## config.mk

```make
export PLATFORM = sky130hd
export DESIGN_NAME = reg_file_sb
export DESIGN_NICKNAME = d
export VERILOG_FILES = /design/src/rtl/reg_file_sb.sv
export SDC_FILE = /design/constraint.sdc
export NUM_CORES = 2
export LEC_CHECK = 0
export CAP_MARGIN = 40
export CORE_AREA = 2 2 324 406
export CTS_CLUSTER_DIAMETER = 120
export CTS_CLUSTER_SIZE = 20
export DETAILED_ROUTE_END_ITERATION = 10
export DIE_AREA = 0 0 326 408
export PLACE_DENSITY = 0.72
export SETUP_SLACK_MARGIN = 0.15
export SLEW_MARGIN = 20
export SYNTH_ARGS = -nofsm -noshare
export SYNTH_HDL_FRONTEND = slang
export SYNTH_SLANG_ARGS = --single-unit
```

## constraint.sdc

```tcl
create_clock -name clk -period 32.1 [get_ports clk]
set_input_delay 4.815 -clock clk [delete_from_list [all_inputs] [get_ports clk]]
set_output_delay 4.815 -clock clk [all_outputs]
set_load 0.02 [all_outputs]
```

## src/rtl/reg_file_sb.sv

```systemverilog
// Register file with two write ports, two combinational read ports, an optional
// same-cycle write bypass and a per-register pending-write (busy) scoreboard.
// Register 0 is hardwired to zero and is never busy.

// One storage entry: the data word plus its busy bit.
module reg_file_sb_cell #(
    parameter int DATA_W = 32,
    parameter int ADDR_W = 5,
    parameter int IDX    = 1
) (
    input  logic              clk,
    input  logic              rst,
    input  logic              we0,
    input  logic [ADDR_W-1:0] wa0,
    input  logic [DATA_W-1:0] wd0,
    input  logic              we1,
    input  logic [ADDR_W-1:0] wa1,
    input  logic [DATA_W-1:0] wd1,
    input  logic              iss_en,
    input  logic [ADDR_W-1:0] iss_wa,
    output logic [DATA_W-1:0] q,
    output logic              busy
);
    localparam logic [ADDR_W-1:0] ME = ADDR_W'(IDX);

    logic hit0, hit1, set_b;

    assign hit0  = we0 && (wa0 == ME);
    assign hit1  = we1 && (wa1 == ME);
    assign set_b = iss_en && (iss_wa == ME);

    // Data word: port 1 (MEM writeback) has priority over port 0.
    always_ff @(posedge clk or posedge rst) begin
        if (rst)
            q <= '0;
        else if (hit1)
            q <= wd1;
        else if (hit0)
            q <= wd0;
    end

    // Busy bit: a new issue beats a same-cycle writeback so a WAW pair stays pending.
    always_ff @(posedge clk or posedge rst) begin
        if (rst)
            busy <= 1'b0;
        else if (set_b)
            busy <= 1'b1;
        else if (hit0 || hit1)
            busy <= 1'b0;
    end
endmodule

// One read port: stored value, optionally replaced by data being written this cycle.
module reg_file_sb_rport #(
    parameter int DATA_W = 32,
    parameter int ADDR_W = 5,
    parameter int BYPASS = 1
) (
    input  logic [ADDR_W-1:0]                     ra,
    input  logic [(2**ADDR_W)-1:0][DATA_W-1:0]    regs,
    input  logic [(2**ADDR_W)-1:0]                busy,
    input  logic                                  we0,
    input  logic [ADDR_W-1:0]                     wa0,
    input  logic [DATA_W-1:0]                     wd0,
    input  logic                                  we1,
    input  logic [ADDR_W-1:0]                     wa1,
    input  logic [DATA_W-1:0]                     wd1,
    input  logic                                  iss_en,
    input  logic [ADDR_W-1:0]                     iss_wa,
    output logic [DATA_W-1:0]                     rd,
    output logic                                  rd_busy
);
    logic nz, hit0, hit1, iss_hit;

    assign nz      = (ra != '0);
    assign hit0    = nz && we0 && (wa0 == ra);
    assign hit1    = nz && we1 && (wa1 == ra);
    assign iss_hit = nz && iss_en && (iss_wa == ra);

    // Forward port 1 first, then port 0; a forwarded operand is no longer pending
    // unless a new producer is being issued to the same register right now.
    always_comb begin
        rd      = regs[ra];
        rd_busy = busy[ra];
        if (BYPASS != 0) begin
            if (hit1)
                rd = wd1;
            else if (hit0)
                rd = wd0;
            if ((hit0 || hit1) && !iss_hit)
                rd_busy = 1'b0;
        end
    end
endmodule

module reg_file_sb #(
    parameter int DATA_W = 32,
    parameter int ADDR_W = 5,
    parameter int BYPASS = 1
) (
    input  logic              clk,
    input  logic              rst,
    input  logic              we0,
    input  logic [ADDR_W-1:0] wa0,
    input  logic [DATA_W-1:0] wd0,
    input  logic              we1,
    input  logic [ADDR_W-1:0] wa1,
    input  logic [DATA_W-1:0] wd1,
    input  logic [ADDR_W-1:0] ra1,
    input  logic [ADDR_W-1:0] ra2,
    output logic [DATA_W-1:0] rd1,
    output logic [DATA_W-1:0] rd2,
    output logic              rd1_busy,
    output logic              rd2_busy,
    input  logic              iss_en,
    input  logic [ADDR_W-1:0] iss_wa,
    output logic              any_busy
);
    localparam int DEPTH = 2**ADDR_W;
    localparam int NRD   = 2;

    logic [DEPTH-1:0][DATA_W-1:0] regs;
    logic [DEPTH-1:0]             busy;
    logic [NRD-1:0][ADDR_W-1:0]   ra;
    logic [NRD-1:0][DATA_W-1:0]   rd;
    logic [NRD-1:0]               rbusy;

    assign regs[0] = '0;
    assign busy[0] = 1'b0;

    genvar r, p;
    generate
        for (r = 1; r < DEPTH; r++) begin : g_reg
            reg_file_sb_cell #(.DATA_W(DATA_W), .ADDR_W(ADDR_W), .IDX(r)) u_cell (
                .clk(clk), .rst(rst),
                .we0(we0), .wa0(wa0), .wd0(wd0),
                .we1(we1), .wa1(wa1), .wd1(wd1),
                .iss_en(iss_en), .iss_wa(iss_wa),
                .q(regs[r]), .busy(busy[r])
            );
        end

        for (p = 0; p < NRD; p++) begin : g_rd
            reg_file_sb_rport #(.DATA_W(DATA_W), .ADDR_W(ADDR_W), .BYPASS(BYPASS)) u_rport (
                .ra(ra[p]), .regs(regs), .busy(busy),
                .we0(we0), .wa0(wa0), .wd0(wd0),
                .we1(we1), .wa1(wa1), .wd1(wd1),
                .iss_en(iss_en), .iss_wa(iss_wa),
                .rd(rd[p]), .rd_busy(rbusy[p])
            );
        end
    endgenerate

    assign ra[0]    = ra1;
    assign ra[1]    = ra2;
    assign rd1      = rd[0];
    assign rd2      = rd[1];
    assign rd1_busy = rbusy[0];
    assign rd2_busy = rbusy[1];

    // Drain indicator straight off the registered busy bits.
    assign any_busy = |busy;
endmodule
```

Yosys cells after proc, flatten, opt, wreduce, memory -nomap -nowiden
Index checks and enable logic that the tools add are counted.
{"block": "classes", "n_eq_ne": 99, "n_mux": 138, "order_cmp": 2, "reduce_logical": 207}
{"op": "$mux 32", "n": 68}
{"op": "$bmux 32 s5", "n": 2}
{"op": "$eq 5x5->1 const B", "n": 48}
{"op": "$reduce_bool 2->1", "n": 62}
{"op": "$eq 5x4->1 const B", "n": 24}
{"op": "$logic_and 1x1->1", "n": 107}
{"op": "$mux 1", "n": 66}
{"op": "$eq 5x3->1 const B", "n": 12}
{"op": "$logic_or 1x1->1", "n": 33}
{"op": "$reduce_or 31->1", "n": 1}
{"op": "$eq 5x2->1 const B", "n": 6}
{"op": "$eq 5x5->1", "n": 6}
{"op": "$eq 5x1->1 const B", "n": 3}
{"op": "$lt 5x6->1 const B", "n": 2}
{"op": "$bmux 1 s5", "n": 2}
{"op": "$reduce_bool 5->1", "n": 2}
{"op": "$logic_not 1->1", "n": 2}
{"block": "totals", "out_inout_bits": 67, "inputBits": 94, "ff_bits": 1023}

Longest topological paths before layout
{"block": "logic_depth", "word_depth": 6, "depth_mapped": 11, "mapped_depth_nobuf": 6}

Cells and area by module
A second synthesis with hierarchy kept.
{"block": "unflattened", "cells_unflattened": 7581, "area_unflattened_um2": 73655.6}
{"mod": "reg_file_sb_rport", "area_each_um2": 9345.2, "seq_area_each_um2": 0.0, "instances": 2, "cells_per_inst": 696}
{"mod": "reg_file_sb_cell (g_reg[21].u_cell ...)", "area_each_um2": 1767.9, "seq_area_each_um2": 825.8, "instances": 4, "cells_per_inst": 199}
{"mod": "reg_file_sb_cell (g_reg[10].u_cell ...)", "area_each_um2": 1741.7, "seq_area_each_um2": 825.8, "instances": 4, "cells_per_inst": 199}
{"mod": "reg_file_sb_cell (g_reg[11].u_cell ...)", "area_each_um2": 1883.1, "seq_area_each_um2": 825.8, "instances": 2, "cells_per_inst": 201}
{"mod": "reg_file_sb_cell (g_reg[29].u_cell ...)", "area_each_um2": 1814.2, "seq_area_each_um2": 825.8, "instances": 2, "cells_per_inst": 201}
{"mod": "reg_file_sb_cell (g_reg[23].u_cell ...)", "area_each_um2": 1764.2, "seq_area_each_um2": 825.8, "instances": 2, "cells_per_inst": 199}
{"mod": "reg_file_sb_cell (g_reg[1].u_cell ...)", "area_each_um2": 1757.9, "seq_area_each_um2": 825.8, "instances": 2, "cells_per_inst": 198}
{"mod": "reg_file_sb_cell (g_reg[20].u_cell ...)", "area_each_um2": 1742.9, "seq_area_each_um2": 825.8, "instances": 2, "cells_per_inst": 198}
{"mod": "reg_file_sb_cell (g_reg[17].u_cell ...)", "area_each_um2": 1739.2, "seq_area_each_um2": 825.8, "instances": 2, "cells_per_inst": 198}
{"mod": "reg_file_sb_cell (g_reg[4].u_cell ...)", "area_each_um2": 1722.9, "seq_area_each_um2": 825.8, "instances": 2, "cells_per_inst": 198}
{"mod": "reg_file_sb_cell (g_reg[13].u_cell ...)", "area_each_um2": 1721.7, "seq_area_each_um2": 825.8, "instances": 2, "cells_per_inst": 198}
{"mod": "reg_file_sb_cell (g_reg[3].u_cell)", "area_each_um2": 1849.3, "seq_area_each_um2": 825.8, "instances": 1, "cells_per_inst": 201}
{"mod": "reg_file_sb_cell (g_reg[12].u_cell)", "area_each_um2": 1836.8, "seq_area_each_um2": 825.8, "instances": 1, "cells_per_inst": 200}
{"mod": "reg_file_sb_cell (g_reg[16].u_cell)", "area_each_um2": 1816.7, "seq_area_each_um2": 825.8, "instances": 1, "cells_per_inst": 202}
{"mod": "5 more rows"}

Worst setup path after synthesis
Ideal clock, no wire load.
{"block": "synth_timing", "kind": "in2out", "startpoint": "input port ra1[3]", "endpoint": "output port rd1[13]", "setup_slack_ns": 20.526, "n_path_buf": 1, "path_stages": 7, "t_arrival_ns": 6.759, "cell_sequence": "buf_6 -> or2_4 -> nor4_4 -> nor3_1 -> or2_4 -> or4_1 -> o21ai_0"}
{"block": "synth_via", "elab_chain_len": 5, "elab_cells_between_ends": 11, "classes_between": "2 x eq/ne; 4 x mux; 5 x reduce/logical"}
{"element": "from (decl)", "line_no": "109", "text": "input logic [ADDR_W-1:0] ra1,"}
{"element": "branches (longest 4 deep; another with $bmux 32 s5)"}
{"element": "$mux 32 (*)", "line_no": "86", "text": "if (hit1)"}
{"element": "to (decl)", "line_no": "111", "text": "output logic [DATA_W-1:0] rd1,"}
Mark *: on every way between the ends. The select of a mux whose other input is x is not followed.

Worst setup path after layout
{"block": "layout_timing", "startpoint": "input port ra2[1]", "endpoint": "output port rd2_busy"}
{"block": "layout_via", "elab_chain_len": 6, "elab_cells_between_ends": 16, "classes_between": "3 x eq/ne; 3 x mux; 10 x reduce/logical"}
{"element": "from (decl)", "line_no": "110", "text": "input logic [ADDR_W-1:0] ra2,"}
{"element": "branches (longest 5 deep; another with $bmux 1 s5)"}
{"element": "$mux 1 (*)", "line_no": "90", "text": "if ((hit0 || hit1) && !iss_hit)"}
{"element": "to (decl)", "line_no": "114", "text": "output logic rd2_busy,"}
Marked as above.

==> flow_summary_export.csv <==
group,metric,value,unit
run_status,status,"complete, no violations",
placement,port_buffers,160,
clock_network,h-tree-depth,2,
power_and_ir_drop,cellLeakagePower,0.0297,uW
route,vias,56800,
floorplan,start_util,0.506,
worst_setup_path,r2r_end,"g_reg[17].u_cell.q[24]",
grt,grt_max_degree,173,
sta,period_needed,14.87,ns
finish,fin_nets,6170,
power_and_ir_drop,p_per_area,55.2,nW/um2
route,wire_per_inst,34.9,um
route,wl,273000,um
sta,fin_crit_sh,0.463,
floorplan,rows,148,
worst_setup_path,rrSetupSlack,31.22,ns
clock_network,clock-sinks,1023,
finish,layout_common_cells,"mux2i_1, dfrtp_1, a21oi_1",
sta,relSlewSlack,0.324,
grt,grt_usage,0.403,
worst_setup_path,path_cells,"buf_8, buf_12, buf_12, xnor2_1, nand4_1, nor3_4, buf_4, nor2_4, buf_4, o22ai_1, a211oi_1, clkdlybuf4s50_1",
clock_network,cts_buffers,57,
logic_synthesis,ys_seq_elements,1023,
floorplan,die_area,133000,um2
finish,multi_input_area,36900,um2
sta,hold_violations,0,
sta,skew,0,ns
finish,layout_commonest_cell,"mux2i_1",
route,via_per_inst,7.27,
logic_synthesis,netlist_area,65500,um2
placement,gp_congestion,0.985,
logic_synthesis,synth_fp_nets,6501,
grt,grt_pass1_wl,392000,um
clock_network,hold_buffers,0,
finish,regArea,25600,um2
sta,setup_tns,0,ns
route,drt-pass1-iter-count,9,
finish,area_delta_synth_final,8.19,%
sta,finalSetupViolCount,0,
grt,grt_overflow_total,0,
finish,layout-drive-gt1-share,0.158,
sta,tightest_slew,1.01,ns
grt,grt_pass1_vias,55300,
route,drc,0,
clock_network,cts-root-buf,"clkbuf_16",
power_and_ir_drop,power.total,3910,uW
logic_synthesis,synth_area_per_cell,10.2,um2
clock_network,clkTransAtPathRegs,0.09,ns
worst_setup_path,cp.required,27.28,ns
power_and_ir_drop,peakVddDrop,0.0568,mV
sta,timing.fmax,67.2,MHz
worst_hold_path,worstHoldEndpoint,"g_reg[3].u_cell.q[17]",
worst_setup_path,timing.rr.start,"g_reg[17].u_cell.q[24]",
worst_hold_path,whs_path_depth,2,
clock_network,cts_buffer_depth,3,
route,antenna_left,0,
placement,dpl.hpwl,164000,um
clock_network,clock_latency,0.72,ns
run,drv_cap,0,
route,drt_iter0_drc,9728,
logic_synthesis,synthCells,6407,
worst_setup_path,slowest_delay,0.66,ns
finish,nFillCells,10900,
floorplan,die_w,326,um
worst_setup_path,slowest_stage,"clkdlybuf4s50_1",
worst_setup_path,critical_path_peak_fanout,104,
clock_network,cts_setup_buffers,0,
finish,final_core_util,0.547,
grt,antenna_found_initial,17,
floorplan,ios,161,
logic_synthesis,synth-seq-area-share,0.391,
worst_setup_path,crit_arrival,10.06,ns
worst_hold_path,hold_class,"reg2reg",
logic_synthesis,synthFlopType,"dfrtp_1",
clock_network,tritoncts,"done",
logic_synthesis,synth_edf_count,0,
sta,rsz0062_at_grt,"no",
worst_hold_path,hold_start,"g_reg[3].u_cell.q[17]",
logic_synthesis,async_reset_ff_frac,1.00,
sta,final-max-slew-violation-count,0,
clock_network,ctsResizeCount,0,
worst_setup_path,setup.worst_path.start_class,"input port",
logic_synthesis,yosysWarnings,0,
logic_synthesis,yosysUniqueCellTypes,59,
worst_setup_path,crit_type,"in2out",
worst_setup_path,endpoint_kind,"primary output",
worst_setup_path,r2r_cells,2,
floorplan,fp.dieH,408,um
floorplan,core_area,129000,um2
## cell usage after synthesis (5+ instances only)
cell type     n  area, um2
a2111oi_0    35        307
a211oi_1     12       90.1
a21oi_1     626       3130
a221o_1      41        410
a221oi_1     56        490
a22oi_1      81        608
a32o_1       14        140
and2_1        6       37.5
and3_1        5       31.3
buf_1       103        387
buf_2       159        796
buf_4        45        338
buf_6        11        124
clkbuf_1    470       1760
clkbuf_2      7       35.0
dfrtp_1    1023      25600
inv_1         9       33.8
mux2_2      142       1600
mux2i_1    1088      10900
mux4_2      411       9260
nand2_1     580       2180
nand2b_1     17        106
nand3_1      49        245
nand4_1      32        200
nor2_1      636       2390
nor2b_1      42        263
nor3_1       26        130
nor3b_1       6       45.0
nor4_1       13       81.3
o211ai_1      5       37.5
o21ai_0     496       2480
o221ai_1     17        149
o22a_1        8       70.1
o22ai_1      51        319
or2_2         5       31.3
or4_1         7       52.6
xnor2_1      24        210
xor2_1        6       52.6
## where the power goes
group	internal, uW	switching, uW
Combinational	622	589
Clock	327	465
Sequential	1630	278
Total	2580	1330
## worst max-delay path, delay by kind of cell
family | cells | cell delay (ns)
xor+xnor | 1 | 0.16
buf+inv | 6 | 3.12
simple gates | 3 | 0.88
compound gates | 2 | 0.46
## state kept, by name (all words and copies together), names as in the netlist
name,cells
g.u_cell.busy,31
g.u_cell.q,992
## per-stage QoR
step	cells	setup slack [ns]	instance area [um2]	hold slack, ns
CTS	7790	17.71	70600	0.558
floorplan	6407	13.19	65500	0.500
finish	7817	17.23	70800	0.568
detailed placement	7729	17.71	69100	0.539
global route	7807	17.32	70800	0.585
global placement	7664	17.57	67700	0.521
## cell type report
class	instances	share of cell area
antenna	14	0.000494
clock buffer	59	0.0208
clock inverter	2	0.000406
inverter	10	0.000583
multi-input combinational	4578	0.521
sequential	1023	0.361
tap	1725	0.0305
timing repair buffer	406	0.0649
## cells by family (layout without fill, tap and decap cells)
logic type	Yosys count	count (layout)	share of synthesized area
AOI/OAI and AO/OA	1460	1460	0.128
and+or+nand+nor	1447	1447	0.0918
xor gates and xnor gates	30	30	0.00401
other	0	14	0
DFF	1023	1023	0.391
muxes	1641	1641	0.332
buffers and inverters	806	477	0.0534
## metal layers
layer  part of all wire  GRT usage
met1               0.33      0.489
met2               0.41      0.559
met3               0.16      0.175
met4               0.10      0.317
met5             0.0010    0.00435
## how the worst max path moves through the flow
stage / depth (start not counted) / slack, ns / startpoint / endpoint
after floorplan: 1 / 13.19 / rst / g_reg[10].u_cell.busy
after global placement: 9 / 17.57 / ra1[0] / rd1[28]
after detailed placement: 11 / 17.71 / ra2[1] / rd2[15]
after CTS: 10 / 17.71 / ra2[1] / rd2[3]
after global routing: 12 / 17.32 / ra2[1] / rd2_busy
final: 12 / 17.23 / ra2[1] / rd2_busy
Note: power is estimated with default switching activity, not from simulation.
